--- src/rtl/rt_cross_clk_pkg.sv ---
// Shared types and constants for the toggle request/acknowledge clock-domain crossing.
package rt_cross_clk_pkg;

    typedef enum logic {
        RT_ST_IDLE  = 1'b0,
        RT_ST_VALID = 1'b1
    } rt_rsp_state_t;

    localparam int RT_SYNC_STAGES_DEF = 2;

endpackage : rt_cross_clk_pkg

--- src/rtl/rt_sync_bit.sv ---
// N-flop single-bit synchroniser, synchronous active-low reset to 0.
// Shared by both ends of the crossing (request path here, ack path at the sender).
module rt_sync_bit #(
    parameter int STAGES = 2
) (
    input  logic i_clk,
    input  logic i_rstn,
    input  logic i_d,
    output logic o_q
);

    logic [STAGES-1:0] r_sync;

    always_ff @(posedge i_clk) begin
        if (!i_rstn) begin
            r_sync <= '0;
        end else begin
            r_sync <= {r_sync[STAGES-2:0], i_d};
        end
    end

    assign o_q = r_sync[STAGES-1];

endmodule : rt_sync_bit

--- src/rtl/rt_cross_clk_rsp.sv ---
// Receive side of a two-phase req/ack crossing: captures the sender's held word,
// offers it on valid/ready and returns the ack toggle only once it is consumed.
module rt_cross_clk_rsp
    import rt_cross_clk_pkg::*;
#(
    parameter int DWIDTH      = 8,
    parameter int SYNC_STAGES = RT_SYNC_STAGES_DEF,
    parameter int CNT_WIDTH   = 16
) (
    input  logic                 rt_i_bclk,
    input  logic                 rt_i_rstn_bclk,
    input  logic                 rt_i_req_tog,
    input  logic [DWIDTH-1:0]    rt_i_din,
    output logic                 rt_o_ack_tog,
    output logic                 rt_o_valid_bclk,
    output logic [DWIDTH-1:0]    rt_o_dout_bclk,
    input  logic                 rt_i_ready_bclk,
    output logic                 rt_o_busy_bclk,
    output logic [CNT_WIDTH-1:0] rt_o_xfer_cnt_bclk,
    output logic                 rt_o_err_bclk
);

    rt_rsp_state_t        r_state;
    logic                 r_ack_tog;
    logic                 r_valid;
    logic [DWIDTH-1:0]    r_dout;
    logic [CNT_WIDTH-1:0] r_xfer_cnt;
    logic                 r_err;
    logic                 w_req_s;
    logic                 w_pending;

    rt_sync_bit #(
        .STAGES (SYNC_STAGES)
    ) u_req_sync (
        .i_clk  (rt_i_bclk),
        .i_rstn (rt_i_rstn_bclk),
        .i_d    (rt_i_req_tog),
        .o_q    (w_req_s)
    );

    // Level compare: an outstanding request exists whenever the toggles disagree.
    assign w_pending = w_req_s ^ r_ack_tog;

    always_ff @(posedge rt_i_bclk) begin
        if (!rt_i_rstn_bclk) begin
            r_state    <= RT_ST_IDLE;
            r_ack_tog  <= 1'b0;
            r_valid    <= 1'b0;
            r_dout     <= '0;
            r_xfer_cnt <= '0;
            r_err      <= 1'b0;
        end else begin
            case (r_state)
                RT_ST_IDLE: begin
                    if (w_pending) begin
                        r_dout  <= rt_i_din;
                        r_valid <= 1'b1;
                        r_state <= RT_ST_VALID;
                    end
                end
                RT_ST_VALID: begin
                    // Toggles agreeing while a word is held means the sender re-toggled early.
                    if (w_req_s == r_ack_tog) begin
                        r_err <= 1'b1;
                    end
                    if (rt_i_ready_bclk) begin
                        r_valid    <= 1'b0;
                        r_ack_tog  <= ~r_ack_tog;
                        r_xfer_cnt <= r_xfer_cnt + CNT_WIDTH'(1);
                        r_state    <= RT_ST_IDLE;
                    end
                end
                default: begin
                    r_state <= RT_ST_IDLE;
                end
            endcase
        end
    end

    assign rt_o_ack_tog       = r_ack_tog;
    assign rt_o_valid_bclk    = r_valid;
    assign rt_o_dout_bclk     = r_dout;
    assign rt_o_busy_bclk     = (r_state == RT_ST_VALID);
    assign rt_o_xfer_cnt_bclk = r_xfer_cnt;
    assign rt_o_err_bclk      = r_err;

endmodule : rt_cross_clk_rsp

--- config.mk ---
export PLATFORM = sky130hd
export DESIGN_NAME = rt_cross_clk_rsp
export DESIGN_NICKNAME = d
export VERILOG_FILES = /design/src/rtl/rt_cross_clk_pkg.sv /design/src/rtl/rt_sync_bit.sv /design/src/rtl/rt_cross_clk_rsp.sv
export SDC_FILE = /design/constraint.sdc
export NUM_CORES = 1
export LEC_CHECK = 0
export ABC_AREA = 1
export ABC_CLOCK_PERIOD_IN_PS = 2100
export BUFFER_PORTS_ARGS = -buffer_cell sky130_fd_sc_hd__buf_4
export CORE_UTILIZATION = 40
export DETAILED_ROUTE_END_ITERATION = 16
export PLACE_DENSITY = 0.74
export SETUP_SLACK_MARGIN = 0.1
export SYNTH_ARGS = -nofsm -noshare
export SYNTH_HDL_FRONTEND = slang
export SYNTH_SLANG_ARGS = --single-unit
--- constraint.sdc ---
create_clock -name rt_i_bclk -period 2.1 [get_ports rt_i_bclk]
set_input_delay 0.42 -clock rt_i_bclk [delete_from_list [all_inputs] [get_ports rt_i_bclk]]
set_output_delay 0.42 -clock rt_i_bclk [all_outputs]
set_load 0.005 [all_outputs]
Yosys cells after proc, flatten, opt, wreduce, memory -nomap -nowiden
Index checks and enable logic that the tools add are counted.

Multiplexer cells: 6. Add/sub/neg operators: 1. Bitwise gates (word level): 3. Equality and inequality tests: 3. Reduce and logical (&&, ||, !) cells: 4.

Operators with widths (count): adder 16 x 1 -> 16 bit, second input constant (1); AND reduction 2 bit (4); two-way mux 1 bit (4); inequality test 2 bit, second input constant (2); case mux 1 bit (2 select lines) (2); NOT 1 bit (2); == test 1 bit (1); XOR 1 bit (1).

Register bits: 30. Input port bits: 12.

Depth between registers and ports, before layout
Depth in word-level cells: 3. Mapped depth: 8. Gate-level depth less buffers: 8.

By module
A second synthesis with hierarchy kept.

Cell total of the unflattened synthesis: 190. Area total of the unflattened synthesis: 1307.5 um2.

By module, submodules not included: rt_cross_clk_rsp (sequential area each 560.5 um2, area each 1252.5 um2, cells an instance 184, times used 1); rt_sync_bit (sequential area each 40.0 um2, area each 55.1 um2, cells an instance 6, times used 1).

Least setup slack after synthesis
Ideal clock, no wire load.

Kind: reg-to-reg. From: register r_xfer_cnt[1], in the netlist rt_o_xfer_cnt_bclk[1]. To: register r_xfer_cnt[12], in the netlist rt_o_xfer_cnt_bclk[12]. Data required time: 1.987 ns. Setup slack: 0.862 ns. Data arrival time: 1.124 ns. Stages on the path, launching flop included: 7. Clock period less this slack: 1.238 ns. Cell sequence: dfxtp_1 ha_1 nand3_1 nor2_4 nand4_1 o21ai_1 nor2_1.

Longest elaborated chain between the ends: 1.

RTL lines: from (decl) (RTL line rt_cross_clk_rsp.sv:27) `logic [CNT_WIDTH-1:0] r_xfer_cnt;`; from (signal assigned) (RTL line rt_cross_clk_rsp.sv:69) `r_xfer_cnt <= r_xfer_cnt + CNT_WIDTH'(1);`; adder 16 x 1 -> 16 bit (RTL line rt_cross_clk_rsp.sv:69).

No other way between the ends. A chain may end at the register's enable or synchronous reset.

Worst setup path after layout
From: register r_state, in the netlist rt_o_busy_bclk. To: register r_xfer_cnt[13], in the netlist rt_o_xfer_cnt_bclk[13].

Longest elaborated chain between the ends: 1.

RTL lines: from (decl) (RTL line rt_cross_clk_rsp.sv:23) `rt_rsp_state_t r_state;`; from (signal assigned) (RTL line rt_cross_clk_rsp.sv:46) `r_state <= RT_ST_IDLE;`; from (signal assigned) (RTL line rt_cross_clk_rsp.sv:58) `r_state <= RT_ST_VALID;`; from (signal assigned) (RTL line rt_cross_clk_rsp.sv:70) `r_state <= RT_ST_IDLE;`; AND reduction 2 bit (no source line).

No other way between the ends.

==> impl_results.html <==
<table>
<tr><th>Metric</th><th>Value</th></tr>
<tr><th colspan="2">STA</th></tr>
<tr><td>Ratio of final minimum period to clock period</td><td>73.9%</td></tr>
<tr><td>Transition time at the pin with the least slew margin</td><td>415 ps</td></tr>
<tr><td>RSZ-0062 raised after global routing</td><td>no</td></tr>
<tr><td>Total Negative Setup Slacks</td><td>0 ps</td></tr>
<tr><td>Time the final worst path needs with I/O delays and setup</td><td>1550 ps</td></tr>
<tr><td>Final count of hold timing violations</td><td>0</td></tr>
<tr><td>Total of endpoints with negative setup slack in the final report</td><td>0</td></tr>
<tr><td>F_max</td><td>645 MHz</td></tr>
<tr><td>Tightest slew margin relative to the limit</td><td>72.2%</td></tr>
<tr><td>Worst Setup Slack, final</td><td>549 ps</td></tr>
<tr><td>Pins Over Slew Limit</td><td>0</td></tr>
<tr><td>Max Clock Skew</td><td>4.26 ps</td></tr>
<tr><th colspan="2">Outcome</th></tr>
<tr><td>Status</td><td>finished, final reports clean</td></tr>
<tr><th colspan="2">Logic synthesis</th></tr>
<tr><td>Count of mapped cells out of synthesis</td><td>190</td></tr>
<tr><td>Mean cell area of the mapped netlist</td><td>6.88 sq um</td></tr>
<tr><td>Syn Nets</td><td>203</td></tr>
<tr><td>Most frequently used flop master after synthesis</td><td>dfxtp_1</td></tr>
<tr><td>Post-synth ARST share</td><td>0%</td></tr>
<tr><td>Area contributors post-synth</td><td>dfxtp_1 (46%), nor2_1 (12%), nand2_1 (11%)</td></tr>
<tr><td>Dominant cell type by area after synthesis</td><td>dfxtp_1</td></tr>
<tr><td>Share of synthesized area occupied by flip-flops and latches</td><td>45.9%</td></tr>
<tr><td>Post-synthesis sequential element count</td><td>30</td></tr>
<tr><td>Netlist area before placement</td><td>1310 sq um</td></tr>
<tr><td>Distinct cell type count after synthesis</td><td>22</td></tr>
<tr><td>Yosys warnings</td><td>0</td></tr>
<tr><td>Area share of the leading cell type in the synthesized netlist</td><td>45.9%</td></tr>
<tr><td>Post-synth EDFFs</td><td>0</td></tr>
<tr><th colspan="2">Placement</th></tr>
<tr><td>Instance area after placement</td><td>1640 sq um</td></tr>
<tr><td>Routability Congestion</td><td>0.863</td></tr>
<tr><td>Placed wire-length estimate</td><td>2070 um</td></tr>
<tr><td>Count of port buffers added during placement</td><td>39</td></tr>
<tr><td>Setup Slack @ Placement</td><td>540 ps</td></tr>
<tr><th colspan="2">Die</th></tr>
<tr><td>IO Pins</td><td>40</td></tr>
<tr><td>Core Footprint</td><td>3080 sq um</td></tr>
<tr><td>Die width</td><td>59.2 um</td></tr>
<tr><td>Chip Height</td><td>59.2 um</td></tr>
<tr><td>Num rows</td><td>20</td></tr>
<tr><td>Initial cell density of the core</td><td>42.5%</td></tr>
<tr><td>Die area</td><td>3500 sq um</td></tr>
<tr><th colspan="2">Finish</th></tr>
<tr><td>Finished Core Util</td><td>55.2%</td></tr>
<tr><td>Filler instances</td><td>331</td></tr>
<tr><td>Non-Filler Cell Area, Final</td><td>1700 sq um</td></tr>
<tr><td>Diodes inserted</td><td>0</td></tr>
<tr><td>P&amp;R area growth vs syn</td><td>30.0%</td></tr>
<tr><td>Commonest cells after routing, fill and taps aside</td><td>nor2_1 (43), buf_4 (39), nand2_1 (37)</td></tr>
<tr><td>Most common cell after layout, fill and taps aside</td><td>nor2_1</td></tr>
<tr><td>Number of nets at the end of the flow</td><td>246</td></tr>
<tr><td>Fraction of layout cells with a size suffix above 1</td><td>21.8%</td></tr>
<tr><th colspan="2">Detailed routing</th></tr>
<tr><td>Length of routed met3 wiring</td><td>200 um</td></tr>
<tr><td>Antenna-violating nets left</td><td>0</td></tr>
<tr><td>Iteration-0 DRC Markers</td><td>64</td></tr>
<tr><td>Post-DR vias/cell</td><td>4.59</td></tr>
<tr><td>Wl on met1</td><td>1380 um</td></tr>
<tr><td>Total met2 wirelength after detailed routing</td><td>1160 um</td></tr>
<tr><td>Routed via count</td><td>1,277</td></tr>
<tr><td>Routed length per placed instance</td><td>10.1 um</td></tr>
<tr><td>Drt drc</td><td>0</td></tr>
<tr><td>Highest routed metal layer</td><td>met4</td></tr>
<tr><td>Number of optimization iterations in the first detailed-route pass</td><td>4</td></tr>
<tr><td>DRT Wirelength</td><td>2800 um</td></tr>
<tr><th colspan="2">Power and ir drop</th></tr>
<tr><td>Net Sw Frac</td><td>25.0%</td></tr>
<tr><td>Combinational power share</td><td>10.7%</td></tr>
<tr><td>Sum of internal, switching and leakage power</td><td>1.09 mW</td></tr>
<tr><td>Pwr Density</td><td>641 nW/um^2</td></tr>
<tr><td>Power spent charging and discharging nets</td><td>0.272 mW</td></tr>
<tr><td>Sequential power share</td><td>56.2%</td></tr>
<tr><td>Total internal power</td><td>0.818 mW</td></tr>
<tr><td>Largest vdd supply drop</td><td>0.000372 V</td></tr>
<tr><td>Leak pwr</td><td>0.777 nW</td></tr>
<tr><td>Clock power frac</td><td>33.1%</td></tr>
<tr><th colspan="2">Critical path</th></tr>
<tr><td>Type of element capturing the critical path</td><td>flop</td></tr>
<tr><td>Required time of the worst setup path</td><td>2340 ps</td></tr>
<tr><td>Category of the critical setup timing path</td><td>reg2reg</td></tr>
<tr><td>CP Launch Type</td><td>flop</td></tr>
<tr><td>Data arrival at the endpoint of the critical path</td><td>1790 ps</td></tr>
<tr><td>Worst-path maximum fanout</td><td>11</td></tr>
<tr><th colspan="2">Global route</th></tr>
<tr><td>Final global-route overflow total</td><td>0</td></tr>
<tr><td>Global-route wire length before repair</td><td>4840 um</td></tr>
<tr><td>Largest net degree at the start of global routing</td><td>25</td></tr>
<tr><td>Global-route total usage across every layer</td><td>18.7%</td></tr>
<tr><td>Antenna violations before repair</td><td>0</td></tr>
<tr><td>Via count of the first global-routing pass</td><td>1,151</td></tr>
<tr><th colspan="2">CTS</th></tr>
<tr><td>Clock-pin slew on the worst setup and hold paths</td><td>90 ps</td></tr>
<tr><td>Hold_buf cts</td><td>0</td></tr>
<tr><td>Post-CTS Setup Inserts</td><td>0</td></tr>
<tr><td>Post-cts repair resize count</td><td>0</td></tr>
<tr><td>Root buffer cell</td><td>clkbuf_4</td></tr>
<tr><td>Total number of clock tree sinks</td><td>30</td></tr>
<tr><td>Max Buffers Root-to-Sink</td><td>2</td></tr>
<tr><td>Inserted Clock Buffers</td><td>5</td></tr>
<tr><td>Max H-tree Level</td><td>2</td></tr>
<tr><td>TritonCTS clock tree</td><td>built</td></tr>
<tr><td>Clk Latency, worst-skew pair</td><td>330 ps</td></tr>
<tr><th colspan="2">Job</th></tr>
<tr><td>Reported max-cap violation count</td><td>0</td></tr>
<tr><th colspan="2">Hold path</th></tr>
<tr><td>Hold/Removal Path Class</td><td>in2reg</td></tr>
</table>
## layer usage
layer | track usage (%) | up-vias
li1 | - | 685
met2 | 28.9 | 42
met3 | 5.90 | 8
met4 | 10.2 | 0
met5 | 0 | -
met1 | 23.0 | 542
## power groups by stage
stage / clock (mW) / combinational, mW / sequential [mW]
6_report: 0.361 / 0.117 / 0.612
5_1_grt: 0.401 / 0.133 / 0.616
4_1_cts: 0.373 / 0.119 / 0.613
3_5_place_dp: 0 / 0.119 / 0.625
3_3_place_gp: 0 / 0.117 / 0.625
2_1_floorplan: 0 / 0.0536 / 0.626
## flip-flops by register name, indices dropped and copies added (netlist names)
register	cells
rt_o_dout_bclk	8
rt_o_err_bclk	1
rt_o_xfer_cnt_bclk	16
rt_o_ack_tog	1
u_req_sync.r_sync	2
rt_o_valid_bclk	1
rt_o_busy_bclk	1
## through the flow
step / hold slack [ps] / cells
after floorplan: 390 / 190
after global placement: 394 / 270
after detailed placement: 403 / 270
after CTS: 252 / 278
after global routing: 277 / 278
final: 263 / 278
## cell type report
| type | count | area [sq um] | share of cell area [%] |
|---|---|---|---|
| clock buffer | 7 | 55.1 | 3.24 |
| clock inverter | 1 | 5.00 | 0.294 |
| inverter | 24 | 90.1 | 5.30 |
| multi-input combinational | 133 | 602 | 35.4 |
| sequential | 30 | 601 | 35.3 |
| tap | 44 | 55.1 | 3.24 |
| timing repair buffer | 39 | 293 | 17.2 |
## cell families (layout without fill, tap and decap cells)
group	after synthesis	after routing	synth area share (%)
fa+ha+maj	1	1	0.957
compound gates	29	29	11.8
xor+xnor	2	2	1.34
buf+inv	27	71	8.04
flops	30	30	45.9
simple gates	101	101	32.0
## synthesized netlist by cell type (2+ instances only)
cell      number
clkbuf_1       2
nor2_2         2
dfxtp_1       30
xor2_1         2
nor3_1         3
o21a_1         2
a21oi_1        9
o21ai_1        6
inv_1         23
nand3_1       12
o21ai_0       10
nor2_1        43
nand2_1       37
## path summary, 6_finish.rpt
check | from | endpoint | slack, ps | cells after the start
worst max-delay path | rt_o_busy_bclk | rt_o_xfer_cnt_bclk[13] | 550 | 7
worst min-delay path | rt_i_req_tog | u_req_sync.r_sync[0] | 260 | 3
worst max register to register | rt_o_busy_bclk | rt_o_xfer_cnt_bclk[13] | 550 | 7
worst min register to register | u_req_sync.r_sync[0] | u_req_sync.r_sync[1] | 420 | 2
## critical path, stage by stage, from the launching register on
cell and delay, ps:
dfxtp_1 450, nand2_1 310, nor2_1 210, nand2_1 70
nor2_1 210, nand3_1 100, nand2_1 70, nor2_1 30
Note: power is estimated with default switching activity, not from simulation.
